<file path="src/rtl/pc_sequencer.sv">
// Program-counter sequencer: fetch/execute control with jump, call/return
// and branch next-PC selection over a small return stack.
module pc_sequencer #(
   parameter logic [6:0] RESET_PC = 7'd0,
   parameter int         RS_DEPTH = 4
) (
   input  logic       clk,
   input  logic       rst_n,
   input  logic       start,
   input  logic       halt_req,
   output logic       imem_req,
   input  logic       imem_ack,
   output logic [6:0] pc,
   output logic       instr_valid,
   input  logic       stall,
   input  logic       jmp,
   input  logic       call,
   input  logic       ret,
   input  logic       br_taken,
   input  logic [6:0] tgt,
   output logic       busy,
   output logic       stk_err
);

   localparam int CNT_W = $clog2(RS_DEPTH + 1);
   localparam int IDX_W = $clog2(RS_DEPTH);

   localparam logic [1:0] IDLE  = 2'd0;
   localparam logic [1:0] FETCH = 2'd1;
   localparam logic [1:0] EXEC  = 2'd2;
   localparam logic [1:0] HALT  = 2'd3;

   logic [1:0]       state;
   logic [CNT_W-1:0] cnt;
   logic [6:0]       stack [RS_DEPTH];

   logic [6:0]       next_pc;
   logic [CNT_W-1:0] next_cnt;
   logic             do_push;
   logic             err_set;
   logic [IDX_W-1:0] top_idx;
   logic [IDX_W-1:0] push_idx;
   logic             retire;

   function automatic logic [6:0] pc_inc(input logic [6:0] v);
      return v + 7'd1;
   endfunction

   assign top_idx  = IDX_W'(cnt - CNT_W'(1));
   assign push_idx = IDX_W'(cnt);
   assign retire   = (state == EXEC) && !stall;

   // Outputs decode from registered state only; no input reaches an output.
   assign imem_req    = (state == FETCH);
   assign instr_valid = (state == EXEC);
   assign busy        = (state == FETCH) || (state == EXEC);

   // Next-PC priority: jmp > call > ret > br_taken > sequential.
   always_comb begin
      next_pc  = pc_inc(pc);
      next_cnt = cnt;
      do_push  = 1'b0;
      err_set  = 1'b0;
      if (jmp) begin
         next_pc = tgt;
      end else if (call) begin
         next_pc = tgt;
         if (cnt == CNT_W'(RS_DEPTH)) begin
            err_set = 1'b1;
         end else begin
            do_push  = 1'b1;
            next_cnt = cnt + CNT_W'(1);
         end
      end else if (ret) begin
         if (cnt == '0) begin
            err_set = 1'b1;
         end else begin
            next_pc  = stack[top_idx];
            next_cnt = cnt - CNT_W'(1);
         end
      end else if (br_taken) begin
         next_pc = tgt;
      end
   end

   always_ff @(posedge clk) begin
      if (!rst_n) begin
         state   <= IDLE;
         pc      <= RESET_PC;
         cnt     <= '0;
         stk_err <= 1'b0;
      end else begin
         case (state)
            IDLE:    if (start) state <= FETCH;
            FETCH:   if (imem_ack) state <= EXEC;
            EXEC: begin
               if (!stall) begin
                  pc    <= next_pc;
                  cnt   <= next_cnt;
                  state <= halt_req ? HALT : FETCH;
                  if (err_set) stk_err <= 1'b1;
               end
            end
            default: if (start) state <= FETCH;
         endcase
      end
   end

   // Stack entries are plain storage; validity is tracked by cnt alone.
   always_ff @(posedge clk) begin
      if (retire && do_push) stack[push_idx] <= pc_inc(pc);
   end

endmodule

</file>
<file path="config.mk">
export PLATFORM = sky130hd
export DESIGN_NAME = pc_sequencer
export DESIGN_NICKNAME = d
export VERILOG_FILES = /design/src/rtl/pc_sequencer.sv
export SDC_FILE = /design/constraint.sdc
export NUM_CORES = 1
export LEC_CHECK = 0
export CAP_MARGIN = 20
export CELL_PAD_IN_SITES_DETAIL_PLACEMENT = 0
export CELL_PAD_IN_SITES_GLOBAL_PLACEMENT = 1
export CORE_ASPECT_RATIO = 1.25
export CORE_MARGIN = 3
export CORE_UTILIZATION = 47
export CTS_CLUSTER_SIZE = 8
export DETAILED_ROUTE_END_ITERATION = 10
export GPL_TIMING_DRIVEN = 0
export PLACE_DENSITY_LB_ADDON = 0.1
export SLEW_MARGIN = 30
export SYNTH_ARGS = -nofsm -noshare
export SYNTH_HDL_FRONTEND = slang
export SYNTH_SLANG_ARGS = --single-unit
</file>
<file path="constraint.sdc">
create_clock -name clk -period 4.8 [get_ports clk]
set_input_delay 0.48 -clock clk [delete_from_list [all_inputs] [get_ports clk]]
set_output_delay 0.48 -clock clk [all_outputs]
set_load 0.03 [all_outputs]
</file>
==> Flow_metrics.wiki, run 1 <==
{| class="wikitable"
! Metric !! Value
|-
| Status || finished clean
|-
| Die extent in y || 80.1 µm
|-
| Worst-case clock buffer depth || 2
|-
| Worst reg2reg startpoint || cnt[0]$_SDFFE_PN0P_
|-
| Fraction of layout instances using a drive strength above 1 || 9.27%
|-
| Final setup fails || 0
|-
| Worst slew margin relative to its limit || 67.3%
|-
| DRC viols || 0
|-
| Fin Setup TNS || 0 ns
|-
| Initial core utilization || 49.5%
|-
| Highest Clock Rate || 424 MHz
|-
| Final weighted congestion in routability-driven placement || 0.784
|-
| Final antenna-violating net count || 0
|-
| Critical path required time || 4.98 ns
|-
| Count of instances resized after the clock tree is built || 0
|-
| Pre-antenna DRT Iters || 4
|-
| Port Buf Inserts || 26
|-
| Antenna diode count || 0
|-
| Maximum number of pins on one net before global-route repair || 16
|-
| Number of flip-flops and latches in the synthesized netlist || 41
|-
| Routed wire length || 4490 µm
|-
| Dominant synthesized flop cell || sky130_fd_sc_hd__edfxtp_1
|-
| Rows || 26
|-
| Cell Area, Synth || 2060 µm²
|-
| Unrepaired setup endpoints after global routing || no
|-
| Average routed wire per standard cell || 17.2 µm
|-
| Setup slack of the worst register-to-register path || 2.44 ns
|-
| Cell count after synthesis || 171
|-
| Average instance area after synthesis || 12.1 µm²
|-
| Global-route usage over all layers || 18.6%
|-
| Count of cell types in the netlist || 44
|-
| CTS tree || yes
|-
| Clock transition at the registers of the reported paths || 0.08 ns
|-
| Top-Level Pins || 28
|-
| Clock tree root driver cell || sky130_fd_sc_hd__clkbuf_8
|-
| Fraction of registers with async set/reset || 0%
|-
| Arrival time at the worst endpoint || 2.54 ns
|-
| End point of the most critical hold path || state[1]$_SDFFE_PN0P_
|-
| Skew-Pair Late Insertion Delay || 0.30 ns
|-
| Number of antenna violations at the first check in global routing || 0
|-
| Met2 track utilization from global routing || 32.5%
|-
| Die Span X || 65.3 µm
|-
| Most area-consuming cells after synthesis || sky130_fd_sc_hd__edfxtp_1 41%, sky130_fd_sc_hd__dfxtp_1 13%, sky130_fd_sc_hd__ha_1 5.5%
|-
| Yosys top cell area share || 40.8%
|-
| Critical path type || reg -> reg
|-
| Global-route wire length before repair || 7420 µm
|-
| Fraction of met3 tracks used by global routing || 3.78%
|-
| Worst setup SP type || flop
|-
| Crit-path max FO || 9
|-
| Final worst-path cycle share || 49.1%
|-
| Setup skew after layout || 0.00690 ns
|-
| GRT overflow || 0
|-
| Std-Cell Core Area || 4160 µm²
|-
| Mean number of vias per cell || 5.66
|-
| Number of global-route vias before repair || 1512
|-
| Number of filler cells placed in the layout || 378
|-
| TritonCTS buffer count || 5
|-
| Total nets after synthesis || 197
|-
| Dominant cell type by area after synthesis || sky130_fd_sc_hd__edfxtp_1
|-
| Total via count after detailed routing || 1478
|-
| Die area || 5230 µm²
|-
| Global-route layer with the greatest usage || met2
|-
| Worst-Margin Slew || 0.491 ns
|-
| Static leakage || 0.803 nW
|-
| Worst r2r dst || pc[1]$_SDFFE_PN0N_
|-
| Type of the worst min-delay path || reg -> reg
|-
| Hold Path Stages || 2
|-
| Sinks on the clock net || 41
|-
| Power per Cell Area || 284 nW/µm²
|-
| Post-synth EDFFs || 28
|-
| Max_cap viols || 0
|-
| Tmin final || 2.36 ns
|-
| Relative area change from synthesis to final layout || 20.6%
|-
| Final count of pins violating max slew || 0
|-
| Depth of the most critical reg-to-reg path || 7
|-
| Htree depth || 2
|-
| Ys Warns || 0
|-
| Sequential area share after synthesis || 53.4%
|-
| Maximum vdd drop || 0.183 mV
|-
| Total Power || 706 µW
|-
| Final nets || 230
|-
| Detailed Route Iter0 Violations || 80
|-
| Beginning of the worst hold path || state[1]$_SDFFE_PN0P_
|-
| Total count of hold-check failures in the final report || 0
|-
| # hold bufs at CTS || 0
|-
| Estimated wirelength of the detail-placed design || 3350 µm
|-
| Met1 Track Usage GR || 23.2%
|-
| # Post-CTS Setup Buffers || 0
|-
| Critical path endpoint category || flop
|}
sequential cells by signal (all words and copies together), names as in the netlist:
name,cells
stack,28
pc,7
cnt,3
state,2
stk_err,1
layout make-up:
class / count / area [µm²] / area share (%)
tap: 56 / 70.1 / 2.82
clock inverter: 3 / 25.0 / 1.01
sequential: 41 / 1100 / 44.3
timing repair buffer: 26 / 260 / 10.5
buffer: 7 / 36.3 / 1.46
inverter: 11 / 41.3 / 1.66
clock buffer: 5 / 68.8 / 2.77
multi-input combinational: 112 / 885 / 35.6
worst max-delay path by stage:
| stage | startpoint | to | slack (ns) |
|---|---|---|---|
| CTS | cnt[0]$_SDFFE_PN0P_ | pc[1]$_SDFFE_PN0N_ | 2.40 |
| floorplan | cnt[0]$_SDFFE_PN0P_ | pc[1]$_SDFFE_PN0N_ | 2.74 |
| detailed placement | stall | stack[3][6]$_DFFE_PP_ | 2.38 |
| finish | cnt[0]$_SDFFE_PN0P_ | pc[1]$_SDFFE_PN0N_ | 2.44 |
| global placement | stall | stack[1][6]$_DFFE_PP_ | 2.42 |
| global route | cnt[0]$_SDFFE_PN0P_ | pc[1]$_SDFFE_PN0N_ | 2.24 |
critical path, stage by stage (launching register included):
cell and delay, ns:
sky130_fd_sc_hd__dfxtp_1 0.39, sky130_fd_sc_hd__buf_6 0.19, sky130_fd_sc_hd__inv_1 0.09, sky130_fd_sc_hd__ha_1 0.27
sky130_fd_sc_hd__clkbuf_1 0.39, sky130_fd_sc_hd__mux4_2 0.39, sky130_fd_sc_hd__a2111oi_1 0.41, sky130_fd_sc_hd__o21ai_1 0.12
stage by stage:
| step | hold WS [ns] | std cells | worst slack [ns] | util [%] | instance area (µm²) |
|---|---|---|---|---|---|
| after detailed placement | 0.465 | 253 | 2.38 | 57.5 | 2390 |
| after CTS | 0.478 | 261 | 2.40 | 59.7 | 2490 |
| final | 0.481 | 261 | 2.44 | 59.7 | 2490 |
| after global routing | 0.508 | 261 | 2.24 | 59.7 | 2490 |
| after global placement | 0.456 | 253 | 2.42 | 57.5 | 2390 |
| after floorplan | 0.449 | 171 | 2.74 | - | 2060 |
report_power, final:
| part | internal [mW] | switching, mW |
|---|---|---|
| clock | 0.106 | 0.133 |
| sequential | 0.378 | 0.00421 |
| combinational | 0.0374 | 0.0470 |
| total | 0.522 | 0.185 |
Yosys cell counts, drive strengths merged, types with 2 or more instances:
cell type  number
dfxtp          13
a2111oi         2
o211ai          2
nor2           14
xnor2           6
ha              9
nor3            4
a211oi          3
o22ai           2
edfxtp         28
clkbuf          4
o21ai           6
and2            5
a221oi          2
a21o            2
nand2          10
nor2b           2
mux4            7
inv            11
buf             3
or3             3
mux2i           3
a21oi           7
o221ai          3
nand3           5
nand2b          2
cell families (layout without fill, tap and decap cells):
family                   after synthesis  in the layout  synth area share, %
AND/OR/NAND/NOR                       50             50                 12.2
flip-flops                            41             41                 53.4
AO/OA/AOI/OAI                         36             36                 12.8
buffers and inverters                 18             52                 3.76
multiplexers                          10             10                 9.46
adder cells (fa/ha/maj)                9              9                 5.46
XOR/XNOR                               7              7                 2.97
layout by cell type (no fill, tap or decap), drive strengths merged, types with 7 or more instances in the layout:
cell type and instances:
edfxtp 28, nor2 14, inv 13, nand2 10, ha 9, mux4 7, a21oi 7, clkdlybuf4s50 26
dfxtp 13, clkbuf 9
per-layer routing:
layer	share of wire [%]	wire, µm
met4	0.98	44
met2	54	2440
met3	2.4	108
met5	0	0
met1	42	1890
No activity file was read; power rests on OpenSTA's default activity.
==> inputs of run 2 (changes only) <==
CORE_UTILIZATION = 43   (was 47)
clock period = 2.2 ns   (was 4.8 ns; I/O delays follow)
==> Flow_metrics.wiki, run 2 (synthesis results as in run 1) <==
{| class="wikitable"
! Metric !! Value
|-
| Global-route wire length before repair || 7580 µm (+2.1%)
|-
| Share of total power consumed by net switching || 26.0% (-0.18 points)
|-
| Htree depth || 2 (unchanged)
|-
| Fraction of layout instances using a drive strength above 1 || 11.8% (+2.5 points)
|-
| Max FFs per register || 28 (unchanged)
|-
| TritonCTS buffer count || 5 (unchanged)
|-
| Highest Clock Rate || 493 MHz (+16%)
|-
| Skew-Pair Late Insertion Delay || 0.30 ns (about the same)
|-
| Estimated wirelength of the detail-placed design || 3470 µm (+3.6%)
|-
| DRC viols || 0 (unchanged)
|-
| Die extent in y || 83.4 µm (+4.2%)
|-
| Maximum number of pins on one net before global-route repair || 16 (unchanged)
|-
| Critical path type || reg -> reg
|-
| GRT overflow || 0 (unchanged)
|-
| Relative area change from synthesis to final layout || 21.3%
|-
| Total count of hold-check failures in the final report || 0 (unchanged)
|-
| Global-route usage over all layers || 18.1% (-0.47 points)
|-
| Final count of pins violating max slew || 0 (unchanged)
|-
| Average routed wire per standard cell || 17.4 µm (+1.3%)
|-
| Mean number of vias per cell || 5.55 (-1.9%)
|-
| Total via count after detailed routing || 1455 (-1.6%)
|-
| Fraction of met3 tracks used by global routing || 3.79% (+0.013 points)
|-
| Antenna diode count || 0 (unchanged)
|-
| Largest registers || stack x28, pc x7, cnt x3
|-
| Depth of the most critical reg-to-reg path || 6 (-1)
|-
| Clock tree root driver cell || sky130_fd_sc_hd__clkbuf_8
|-
| Hold Path Stages || 3 (+1)
|-
| CTS tree || yes
|-
| Cell area after layout || 2500 µm² (+0.65%)
|-
| Final worst-path cycle share || 92.2% (+43 points)
|-
| Most frequent cells in the layout || 28 x sky130_fd_sc_hd__edfxtp_1, 26 x sky130_fd_sc_hd__clkdlybuf4s50_1, 14 x sky130_fd_sc_hd__nor2_1
|-
| Status || finished clean
|-
| Worst-case clock buffer depth || 2 (unchanged)
|-
| Type of the worst min-delay path || in -> reg
|-
| Final antenna-violating net count || 0 (unchanged)
|-
| Critical path endpoint category || flop
|-
| Minimum setup slack in the final design || 0.172 ns (-2.27 ns)
|-
| Rows || 27 (+3.8%)
|-
| Static leakage || 0.807 nW (+0.42%)
|-
| Placed cell area || 2400 µm² (+0.10%)
|-
| Internal power || 1.14 mW (+120%)
|-
| Setup Slack @ Placement || -0.167 ns (-2.55 ns)
|-
| Maximum vdd drop || 0.390 mV (+110%)
|-
| Worst setup SP type || flop
|-
| Sinks on the clock net || 41 (unchanged)
|-
| Number of antenna violations at the first check in global routing || 0 (unchanged)
|-
| Met2 track utilization from global routing || 29.7% (-2.8 points)
|-
| Detailed Route Iter0 Violations || 103 (+29%)
|-
| Power dissipated by switching net loads || 399 µW (+120%)
|-
| Commonest non-fill, non-tap cell in the layout || sky130_fd_sc_hd__edfxtp_1
|-
| Routed wire length || 4560 µm (+1.7%)
|-
| Initial core utilization || 45.6% (-4.0 points)
|-
| Setup skew after layout || 0.00837 ns (+0.00147 ns)
|-
| Final weighted congestion in routability-driven placement || 0.787 (+0.36%)
|-
| Worst slew margin relative to its limit || 68.9% (+1.6 points)
|-
| Final setup fails || 0 (unchanged)
|-
| Pre-antenna DRT Iters || 5 (+1)
|-
| Worst-Margin Slew || 0.465 ns (-0.0260 ns)
|-
| Std-Cell Core Area || 4530 µm² (+8.7%)
|-
| Max_cap viols || 0 (unchanged)
|-
| Tmin final || 2.03 ns (-0.330 ns)
|-
| Die area || 5670 µm² (+8.5%)
|-
| Global-route layer with the greatest usage || met2
|-
| Met1 Track Usage GR || 22.9% (-0.31 points)
|-
| Die Span X || 68.0 µm (+4.1%)
|-
| Port Buf Inserts || 26 (unchanged)
|-
| Part of the total power dissipated in the clock network || 33.9% (about the same)
|-
| Crit-path max FO || 7 (-2)
|-
| Power per Cell Area || 614 nW/µm² (+120%)
|-
| Part of the total power dissipated in combinational logic || 11.8% (about the same)
|-
| Final worst hold slack || 0.330 ns (-0.151 ns)
|-
| # hold bufs at CTS || 0 (unchanged)
|-
| Arrival time at the worst endpoint || 2.02 ns (-0.52 ns)
|-
| Register with the most flip-flops || stack
|-
| Clock transition at the registers of the reported paths || 0.09 ns (about the same)
|-
| Top-Level Pins || 28 (unchanged)
|-
| Part of the power in registers || 54.3% (about the same)
|-
| Number of filler cells placed in the layout || 405 (+7.1%)
|-
| Number of global-route vias before repair || 1522 (+0.66%)
|-
| Unrepaired setup endpoints after global routing || no
|-
| Critical path required time || 2.19 ns (-2.79 ns)
|-
| # Post-CTS Setup Buffers || 0 (unchanged)
|-
| Final nets || 229 (-0.43%)
|}
==> run 2: worst max-delay path, cell delays in order, from the launching register on <==
cell,delay (ns)
sky130_fd_sc_hd__dfxtp_1,0.34
sky130_fd_sc_hd__inv_1,0.08
sky130_fd_sc_hd__ha_1,0.26
sky130_fd_sc_hd__or2b_1,0.36
sky130_fd_sc_hd__nor2_1,0.16
sky130_fd_sc_hd__and3_1,0.23
sky130_fd_sc_hd__and2_2,0.28
==> run 2: final timing paths <==
path | from | to | slack [ns]
worst min-delay path | rst_n | pc[6]$_SDFFE_PN0N_ | 0.33
worst max-delay path | state[0]$_SDFFE_PN0P_ | stack[0][5]$_DFFE_PP_ | 0.17
worst min register to register | state[1]$_SDFFE_PN0P_ | state[1]$_SDFFE_PN0P_ | 0.49
worst max register to register | state[0]$_SDFFE_PN0P_ | stack[0][5]$_DFFE_PP_ | 0.17
==> run 2: power groups by stage <==
stage          Clock [mW]  Combinational, mW  Sequential, mW
2_1_floorplan           0             0.0983           0.857
3_3_place_gp            0              0.177           0.851
3_5_place_dp            0              0.181           0.852
4_1_cts             0.538              0.182           0.834
5_1_grt             0.575              0.197           0.836
6_report            0.521              0.182           0.834
==> run 2: final cells by class <==
cell class	count	area (µm²)	area share [%]
inverters	11	41.3	1.65
multi-input cells	112	902	36.0
flip-flops and latches	41	1100	44.0
clock buffers	5	68.8	2.75
plain buffers	6	32.5	1.30
clock inverters	3	25.0	1.00
well taps	58	72.6	2.90
repair buffers	26	260	10.4
==> run 2: per-stage QoR <==
step | TNS (ns) | std cells | power (mW) | utilization, %
after floorplan | 0 | 171 | 0.955 | -
after global placement | -0.381 | 255 | 1.03 | 52.9
after detailed placement | -0.454 | 255 | 1.03 | 52.9
after CTS | 0 | 262 | 1.55 | 54.9
after global routing | 0 | 262 | 1.61 | 55.3
final | 0 | 262 | 1.54 | 55.3
==> run 2: layer usage <==
metal / vias up / share of wire, %
met2: 34 / 53
li1: 704 / -
met4: 0 / 2.0
met1: 707 / 41
met5: - / 0
met3: 10 / 3.3
==> run 2: timing repair <==
item                                    CTS  global route
cloned                                    0             0
resized for setup                         0             6
endpoints found under the setup margin    4            34
